--- src/rtl/serial_bus_pkg.sv ---
// Shared definitions for the serial-bus arbiter: FSM states, master ids and
// slave-id encoding.
package serial_bus_pkg;

  localparam int SLAVE_ID_W = 2;

  typedef logic [SLAVE_ID_W-1:0] slave_id_t;

  localparam slave_id_t SLV_ID_0 = slave_id_t'(0);

  typedef enum logic [1:0] {
    ST_IDLE    = 2'd0,
    ST_GRANT   = 2'd1,
    ST_SLV_ID  = 2'd2,
    ST_CONNECT = 2'd3
  } arb_state_e;

  typedef enum logic {
    MST_M1 = 1'b0,
    MST_M2 = 1'b1
  } master_e;

  // A slave id addresses a real port only when it is below the port count.
  function automatic logic is_valid_slave(input slave_id_t id, input int num_slaves);
    return int'(id) < num_slaves;
  endfunction

endpackage

--- src/rtl/bus_timeout_counter.sv ---
// Ownership watchdog: counts cycles while the bus is owned and flags the
// cycle whose increment brings the count to TIMEOUT-1.
module bus_timeout_counter #(
  parameter int TIMEOUT = 1024
) (
  input  logic clk,
  input  logic rstn,
  input  logic clear,
  input  logic enable,
  output logic tc
);

  localparam int CNT_W = (TIMEOUT > 2) ? $clog2(TIMEOUT) : 1;

  logic [CNT_W-1:0] count_q;
  logic [CNT_W-1:0] count_d;

  // Next count: clear wins, otherwise step while the bus is owned.
  always_comb begin
    // NOTE: every combinational output gets a default first so no path leaves it unassigned (no latch).
    count_d = count_q;
    if (clear) begin
      count_d = '0;
    end else if (enable) begin
      count_d = count_q + CNT_W'(1);
    end
  end

  // The release decision is registered, so it is taken one cycle early.
  assign tc = enable && !clear && (count_q == CNT_W'(TIMEOUT - 2));

  // Count register.
  always_ff @(posedge clk or negedge rstn) begin
    // NOTE: sequential state uses non-blocking assignments so all flops update from pre-edge values.
    if (!rstn) begin
      count_q <= '0;
    end else begin
      count_q <= count_d;
    end
  end

endmodule

--- src/rtl/bus_arbiter.sv ---
// Two-master, NUM_SLAVES-slave serial bus arbiter. The granted master sends a
// two-bit slave id (MSB first) on its address line, then is connected to that
// slave until s_done or the ownership timeout.
module bus_arbiter
  import serial_bus_pkg::*;
#(
  parameter int TIMEOUT    = 1024,
  parameter int NUM_SLAVES = 3
) (
  input  logic                  clk,
  input  logic                  rstn,
  input  logic                  m1_req,
  input  logic                  m2_req,
  input  logic                  m1_valid,
  input  logic                  m2_valid,
  input  logic                  m1_addr,
  input  logic                  m2_addr,
  input  logic                  m1_data,
  input  logic                  m2_data,
  output logic                  m1_grant,
  output logic                  m2_grant,
  output logic                  m1_ready,
  output logic                  m2_ready,
  output logic [NUM_SLAVES-1:0] s_valid,
  output logic                  s_addr,
  output logic                  s_data,
  input  logic [NUM_SLAVES-1:0] s_ready,
  input  logic [NUM_SLAVES-1:0] s_done,
  output logic                  err
);

  arb_state_e state_q, state_d;
  logic       m1_grant_q, m1_grant_d;
  logic       m2_grant_q, m2_grant_d;
  slave_id_t  slave_id_q, slave_id_d;
  master_e    last_q, last_d;
  logic       err_q, err_d;

  logic       g_req, g_valid, g_addr, g_data;
  logic       sel_ready, sel_done;
  logic       cnt_clear, cnt_enable, cnt_tc;
  logic       do_release, served;
  slave_id_t  id_next;

  // Lines of whichever master currently holds the grant; all zero when none does.
  always_comb begin
    g_req   = 1'b0;
    g_valid = 1'b0;
    g_addr  = 1'b0;
    g_data  = 1'b0;
    if (m1_grant_q) begin
      g_req   = m1_req;
      g_valid = m1_valid;
      g_addr  = m1_addr;
      g_data  = m1_data;
    end else if (m2_grant_q) begin
      g_req   = m2_req;
      g_valid = m2_valid;
      g_addr  = m2_addr;
      g_data  = m2_data;
    end
  end

  // Ready/done of the selected slave; other slaves are ignored.
  always_comb begin
    sel_ready = 1'b0;
    sel_done  = 1'b0;
    for (int i = 0; i < NUM_SLAVES; i++) begin
      if (slave_id_q == SLAVE_ID_W'(i)) begin
        sel_ready = s_ready[i];
        sel_done  = s_done[i];
      end
    end
  end

  // Watchdog restarts on every new grant and runs for the whole ownership.
  assign cnt_clear  = (state_q == ST_IDLE) && (m1_req || m2_req);
  assign cnt_enable = (state_q != ST_IDLE);

  bus_timeout_counter #(
    .TIMEOUT (TIMEOUT)
  ) u_timeout (
    .clk    (clk),
    .rstn   (rstn),
    .clear  (cnt_clear),
    .enable (cnt_enable),
    .tc     (cnt_tc)
  );

  // Arbitration, slave-id capture and release decisions.
  always_comb begin
    state_d    = state_q;
    m1_grant_d = m1_grant_q;
    m2_grant_d = m2_grant_q;
    slave_id_d = slave_id_q;
    last_d     = last_q;
    err_d      = 1'b0;
    do_release = 1'b0;
    served     = 1'b0;
    id_next    = {slave_id_q[SLAVE_ID_W-1], g_addr};

    unique case (state_q)
      ST_IDLE: begin
        if (m1_req || m2_req) begin
          state_d = ST_GRANT;
          // On contention the master that was not served last wins.
          if (m1_req && (!m2_req || last_q == MST_M2)) begin
            m1_grant_d = 1'b1;
          end else begin
            m2_grant_d = 1'b1;
          end
        end
      end
      ST_GRANT: begin
        if (cnt_tc) begin
          err_d      = 1'b1;
          do_release = 1'b1;
          served     = 1'b1;
        end else if (g_valid) begin
          slave_id_d = {g_addr, 1'b0};
          state_d    = ST_SLV_ID;
        end else if (!g_req) begin
          // Abandoned before sending anything: does not count as served.
          do_release = 1'b1;
        end
      end
      ST_SLV_ID: begin
        if (cnt_tc) begin
          err_d      = 1'b1;
          do_release = 1'b1;
          served     = 1'b1;
        end else if (g_valid) begin
          slave_id_d = id_next;
          if (is_valid_slave(id_next, NUM_SLAVES)) begin
            state_d = ST_CONNECT;
          end else begin
            // A bad id still consumed a turn, so fairness moves on.
            err_d      = 1'b1;
            do_release = 1'b1;
            served     = 1'b1;
          end
        end
      end
      ST_CONNECT: begin
        if (cnt_tc) begin
          err_d      = 1'b1;
          do_release = 1'b1;
          served     = 1'b1;
        end else if (sel_done) begin
          do_release = 1'b1;
          served     = 1'b1;
        end
      end
      default: state_d = ST_IDLE;
    endcase

    if (do_release) begin
      state_d    = ST_IDLE;
      m1_grant_d = 1'b0;
      m2_grant_d = 1'b0;
      if (served) begin
        last_d = m2_grant_q ? MST_M2 : MST_M1;
      end
    end
  end

  // FSM and registered outputs.
  always_ff @(posedge clk or negedge rstn) begin
    if (!rstn) begin
      state_q    <= ST_IDLE;
      m1_grant_q <= 1'b0;
      m2_grant_q <= 1'b0;
      slave_id_q <= SLV_ID_0;
      last_q     <= MST_M2;
      err_q      <= 1'b0;
    end else begin
      state_q    <= state_d;
      m1_grant_q <= m1_grant_d;
      m2_grant_q <= m2_grant_d;
      slave_id_q <= slave_id_d;
      last_q     <= last_d;
      err_q      <= err_d;
    end
  end

  // Slave-side valid: only the selected slave, only while connected.
  always_comb begin
    s_valid = '0;
    if (state_q == ST_CONNECT) begin
      for (int i = 0; i < NUM_SLAVES; i++) begin
        if (slave_id_q == SLAVE_ID_W'(i)) begin
          s_valid[i] = g_valid;
        end
      end
    end
  end

  assign s_addr   = g_addr;
  assign s_data   = g_data;
  assign m1_ready = (state_q == ST_CONNECT) && m1_grant_q && sel_ready;
  assign m2_ready = (state_q == ST_CONNECT) && m2_grant_q && sel_ready;
  assign m1_grant = m1_grant_q;
  assign m2_grant = m2_grant_q;
  assign err      = err_q;

endmodule

--- config.mk ---
export PLATFORM = sky130hd
export DESIGN_NAME = bus_arbiter
export DESIGN_NICKNAME = d
export VERILOG_FILES = /design/src/rtl/serial_bus_pkg.sv /design/src/rtl/bus_timeout_counter.sv /design/src/rtl/bus_arbiter.sv
export SDC_FILE = /design/constraint.sdc
export NUM_CORES = 1
export LEC_CHECK = 0
export CORE_MARGIN = 10
export CORE_UTILIZATION = 44
export CTS_BUF_LIST = sky130_fd_sc_hd__clkbuf_16
export CTS_CLUSTER_DIAMETER = 200
export DETAILED_ROUTE_END_ITERATION = 8
export MAX_ROUTING_LAYER = met4
export PLACE_DENSITY = 0.7
export SYNTH_ARGS = -nofsm -noshare
export SYNTH_HDL_FRONTEND = slang
export SYNTH_SLANG_ARGS = --single-unit
--- constraint.sdc ---
create_clock -name clk -period 5.15 [get_ports clk]
set_input_delay 1.03 -clock clk [delete_from_list [all_inputs] [get_ports clk]]
set_output_delay 1.03 -clock clk [all_outputs]
set_load 0.005 [all_outputs]
Word level (Yosys, flattened, before mapping)
Cells that the tools add are included.
{"block": "totals", "regBits": 18, "inputBits": 16, "output_inout_bits": 10, "word_cells": 111}
{"block": "op_classes", "addsub": 1, "order_cmp": 1, "eq_ne": 17, "n_mux": 54, "bitwise_logic": 2, "n_reduce_logical": 28}
{"cell": "1-bit 2-to-1 mux", "count": 37}
{"cell": "10-bit 2-to-1 mux", "count": 2}
{"cell": "2-bit 2-to-1 mux", "count": 9}
{"cell": "3-bit inequality test (second input constant)", "count": 5}
{"cell": "2-bit nonzero test", "count": 6}
{"cell": "10-bit by 1-bit adder with 10-bit output (second input constant)", "count": 1}
{"cell": "10-bit equality test (second input constant)", "count": 1}
{"cell": "2-bit inequality test (second input constant)", "count": 5}
{"cell": "1-bit logical AND", "count": 8}
{"cell": "7-bit AND reduction", "count": 1}
{"cell": "2-bit equality test (second input constant)", "count": 3}
{"cell": "1-bit case mux with 3 select lines", "count": 2}
{"cell": "2-bit case mux with 3 select lines", "count": 1}
{"cell": "3-bit AND reduction", "count": 2}
{"cell": "5-bit AND reduction", "count": 1}
{"cell": "2-bit by 1-bit equality test with 1-bit output (second input constant)", "count": 2}
{"cell": "2-bit logical NOT", "count": 2}
{"cell": "2-bit case mux with 2 select lines", "count": 1}
{"cell": "4-bit AND reduction", "count": 1}
{"cell": "4-bit nonzero test", "count": 1}
{"cell": "3-bit 2-to-1 mux", "count": 1}
{"cell": "3-bit by 2-bit inequality test with 1-bit output (second input constant)", "count": 1}
{"cell": "1-bit logical NOT", "count": 2}
{"cell": "1-bit logical OR", "count": 2}
{"cell": "other kinds (5)", "count": 6}

Longest topological paths before layout
{"block": "logic_depth", "depth_word": 9, "ltp_mapped": 8, "depth_no_buf": 8}

By module
From an unflattened synthesis, not the netlist that was laid out.
{"block": "unflattened", "hier_cells": 137, "area_unflattened_um2": 1251.2}
{"module": "bus_arbiter", "instances": 1, "cells_per_inst": 86, "area_each_um2": 730.7, "seq_area_each_um2": 201.4}
{"module": "bus_timeout_counter", "instances": 1, "cells_per_inst": 51, "area_each_um2": 520.5, "seq_area_each_um2": 250.2}

Worst setup path before layout
Ideal clock, no wire load.
{"block": "synth_timing", "kind": "input port to output port", "start": "input port m2_valid", "end": "output port s_valid[1]", "t_arrival_ns": 1.729, "required_time_ns": 4.120, "path_slack_ns": 2.391, "stages": 4, "n_path_buf": 1, "cell_sequence": "nand3b_1 > and2_1 > clkbuf_1 > nor4bb_1"}
{"block": "synth_between", "elab_chain_cells": 4}
{"element": "from (decl)", "line": "bus_arbiter.sv:15", "rtl": "input logic m2_valid,"}
{"element": "1-bit 2-to-1 mux", "line": "bus_arbiter.sv:56", "rtl": "end else if (m2_grant_q) begin"}
{"element": "1-bit 2-to-1 mux", "line": "bus_arbiter.sv:51", "rtl": "if (m1_grant_q) begin"}
{"element": "1-bit 2-to-1 mux", "line": "bus_arbiter.sv:191", "rtl": "if (slave_id_q == SLAVE_ID_W'(i)) begin"}
{"element": "3-bit 2-to-1 mux", "line": "bus_arbiter.sv:189", "rtl": "if (state_q == ST_CONNECT) begin"}
{"element": "to (decl)", "line": "bus_arbiter.sv:24", "rtl": "output logic [NUM_SLAVES-1:0] s_valid,"}
No other way between the ends.

Worst setup path in the final report
{"block": "layout_timing", "start": "input port m2_valid", "end": "output port s_valid[0]"}
Same word-level chain as after synthesis.

==> impl_metrics.csv <==
group,metric,value,unit
timing,hold_viol,0,
global_route,antenna_found_initial,0,
setup_path,r2r_start,"state_q[0]",
setup_path,cp_max_fo,8,
routing,drt_iter0_drc,60,
setup_path,crit_top_cell,"clkdlybuf4s50_1",
yosys,synth_area,1240,um2
clock_network,cts.sinks,18,
yosys,yosysSeqAreaShare,0.363,
timing,clock.fmax,0.266,GHz
routing,vias,1106,
yosys,synth_edf_count,0,
yosys,syn_inst,135,
global_route,grt_pass1_vias,1104,
timing,timing.final.crit_period,3.75,ns
routing,drt_first_pass_iters,4,
setup_path,crit_path_top_delay_cell,"clkdlybuf4s50_1",
layout,antenna_cells,0,
place,port_buffers,25,
global_route,grt_pass1_wl,5310,um
routing,drc,0,
global_route,grt_max_degree,19,
clock_network,h-tree-depth,1,
floorplanning,die_y,73.2,um
yosys,synth_cell_types,43,
hold_path,hold_start,"u_timeout.count_q[9]",
setup_path,crit_chain,"clkdlybuf4s50_1 > nand3b_1 > and2_1 > nor4b_1 > clkdlybuf4s50_1",
timing,rsz0062_at_grt,"false",
timing,finalCritPeriodShare,0.729,
setup_path,cp-start-kind,"input pin",
routing,wire_per_inst,16.1,um
setup_path,critical_path.startpoint,"m2_valid",
routing,viasPerCell,5.79,
yosys,async_flop_share,1.00,
timing,finalMaxSlewViolations,0,
layout,utilization,0.584,
setup_path,crit_type,"input pin to output port",
yosys,synth_top_area_cell,"dfrtp_1",
routing,routed_wl,3080,um
yosys,synth_fa_ha_area_frac,0.0704,
yosys,synth_compound_area_frac,0.261,
layout,fin_nets,184,
yosys,muxShareOfSynthArea,0.0483,
yosys,synth_top_family_by_area,"compound AO/OA/AOI/OAI gates",
yosys,synth_area_leaders,"dfrtp_1 34%, ha_1 7.0%, mux2i_1 4.8%, o21ai_0 4.4%, nand2_1 3.9%",
clock_network,cts-root-buf,"clkbuf_16",
power_and_ir_drop,p_leak,0.683,nW
global_route,grt_use_total,0.124,
setup_path,cp.arrival,2.72,ns
routing,ant_nets,0,
yosys,syn_avg_cell_area,9.21,um2
timing,setup_tns,0,ns
timing,max_slew_margin,0.459,
yosys,synth-seq-cells,18,
timing,setup_slack,1.40,ns
setup_path,crit_required,4.12,ns
place,place_congestion,0.840,
layout,drive_above_1_share,0.0688,
global_route,overflow,0,
floorplanning,core.rowCount,19,
clock_network,insertion_delay,0.24,ns
clock_network,clk_path_buf_depth,2,
power_and_ir_drop,cellPowerDensity,500,nW/um2
floorplanning,ioPinCount,26,
hold_path,hold_class,"register to register",
setup_path,r2r_slack,2.57,ns
run,maxCapViolCount,0,
yosys,synth_xor_area_frac,0,
yosys,syn_nets,158,
clock_network,cts_setup_buffers,0,
floorplanning,die-area,5350,um2
yosys,netlist.area_leader.share,0.342,
status,status,"finished, final reports clean",
layout,syn_to_final_growth,28.3,%
yosys,synth_most_common_cell,"dfrtp_1",
timing,finClkSkew,0.00110,ns
clock_network,postCtsResizedCells,0,
floorplanning,core-area,2730,um2
timing,finalSetupViolations,0,
floorplanning,die_w,73.2,um
timing,tightest_slew,0.809,ns
yosys,yosys_warnings,0,
place,place_hpwl,2380,um
place,dp_slack,1.41,ns
yosys,synth_simple_gate_area_frac,0.220,
clock_network,holdBufCountCts,0,
clock_network,clkSlewWorstSetupHoldPaths,0.05,ns
setup_path,critPathCaptureType,"output port",
yosys,netlist_top_cells_count,"17 x dfrtp_1, 13 x nand2_1, 11 x o21ai_0",
clock_network,cts_buffers,3,
setup_path,slowest_delay,0.57,ns
floorplanning,initial_core_util,0.455,
yosys,yosys_most_used_dff,"dfrtp_1",
power_and_ir_drop,ir_drop,0.000363,V
clock_network,cts_tree,"built",
layout make-up:
| cell class | instances | area (um2) |
|---|---|---|
| repair buffers | 25 | 250 |
| fillers | 254 | 1140 |
| inverters | 8 | 30.0 |
| flip-flops and latches | 18 | 452 |
| well taps | 31 | 38.8 |
| clock buffers | 3 | 75.1 |
| multi-input cells | 105 | 746 |
| clock inverters | 1 | 3.75 |
path summary, 6_finish.rpt:
check / endpoint / cells past startpoint
worst max-delay path: s_valid[0] / 5
worst min-delay path: u_timeout.count_q[9] / 1
worst max register to register: state_q[0] / 8
worst min register to register: u_timeout.count_q[9] / 1
max in group asynchronous: u_timeout.count_q[3] / 1
min in group asynchronous: u_timeout.count_q[5] / 1
metal layers:
metal | vias up | track usage | wire length, um
met4 | 0 | 0.0127 | 8
met2 | 13 | 0.206 | 1530
met1 | 536 | 0.150 | 1430
met5 | - | - | 0
li1 | 555 | - | -
met3 | 2 | 0.0327 | 111
cells by family (layout without fill, tap and decap cells):
group | after synthesis | after routing
compound gates | 44 | 44
fa+ha+maj | 7 | 7
buf+inv | 12 | 37
flops | 18 | 18
mux | 6 | 6
simple gates | 48 | 48
where the power goes:
group	switching [mW]	leakage [nW]	internal [mW]	total, mW
logic	0.208	0.411	0.188	0.396
clock network	0.0515	0.0385	0.103	0.155
registers	0.0592	0.234	0.188	0.247
total	0.319	0.683	0.478	0.797
flip-flops by register name, summed over array words and instances (netlist names):
| signal | count |
|---|---|
| u_timeout.count_q | 10 |
| slave_id_q | 2 |
| state_q | 2 |
| err | 1 |
| last_q | 1 |
| m1_grant | 1 |
| m2_grant | 1 |
metrics by stage:
| step | power, mW | area [um2] | hold slack [ns] | instances |
|---|---|---|---|---|
| 2_1_floorplan | 0.523 | 1240 | 0.446 | 135 |
| 3_3_place_gp | 0.628 | 1520 | 0.466 | 187 |
| 3_5_place_dp | 0.642 | 1520 | 0.502 | 187 |
| 4_1_cts | 0.802 | 1600 | 0.510 | 191 |
| 5_1_grt | 0.865 | 1600 | 0.534 | 191 |
| 6_report | 0.797 | 1600 | 0.502 | 191 |
worst max-delay path: cells and delay by family:
family	cells	cell delay [ns]
buffers and inverters	2	1.02
and+or+nand+nor	3	0.68
cells in the final DEF (no fill, tap or decap), types with 2 or more instances in the layout:
master           instances
and3_1                   3
o211ai_1                 3
and3b_1                  2
ha_1                     7
nand2_1                 13
o21ai_1                  2
o31ai_1                  3
and2_1                   3
a21boi_0                 2
a21oi_1                  7
nor2_1                   6
a22o_1                   3
inv_1                    8
mux2i_1                  6
nor2b_1                  3
clkbuf_16                3
o21ai_0                 11
clkdlybuf4s50_1         25
dfrtp_1                 17
nand3_1                  9
Note: power is estimated with default switching activity, not from simulation.
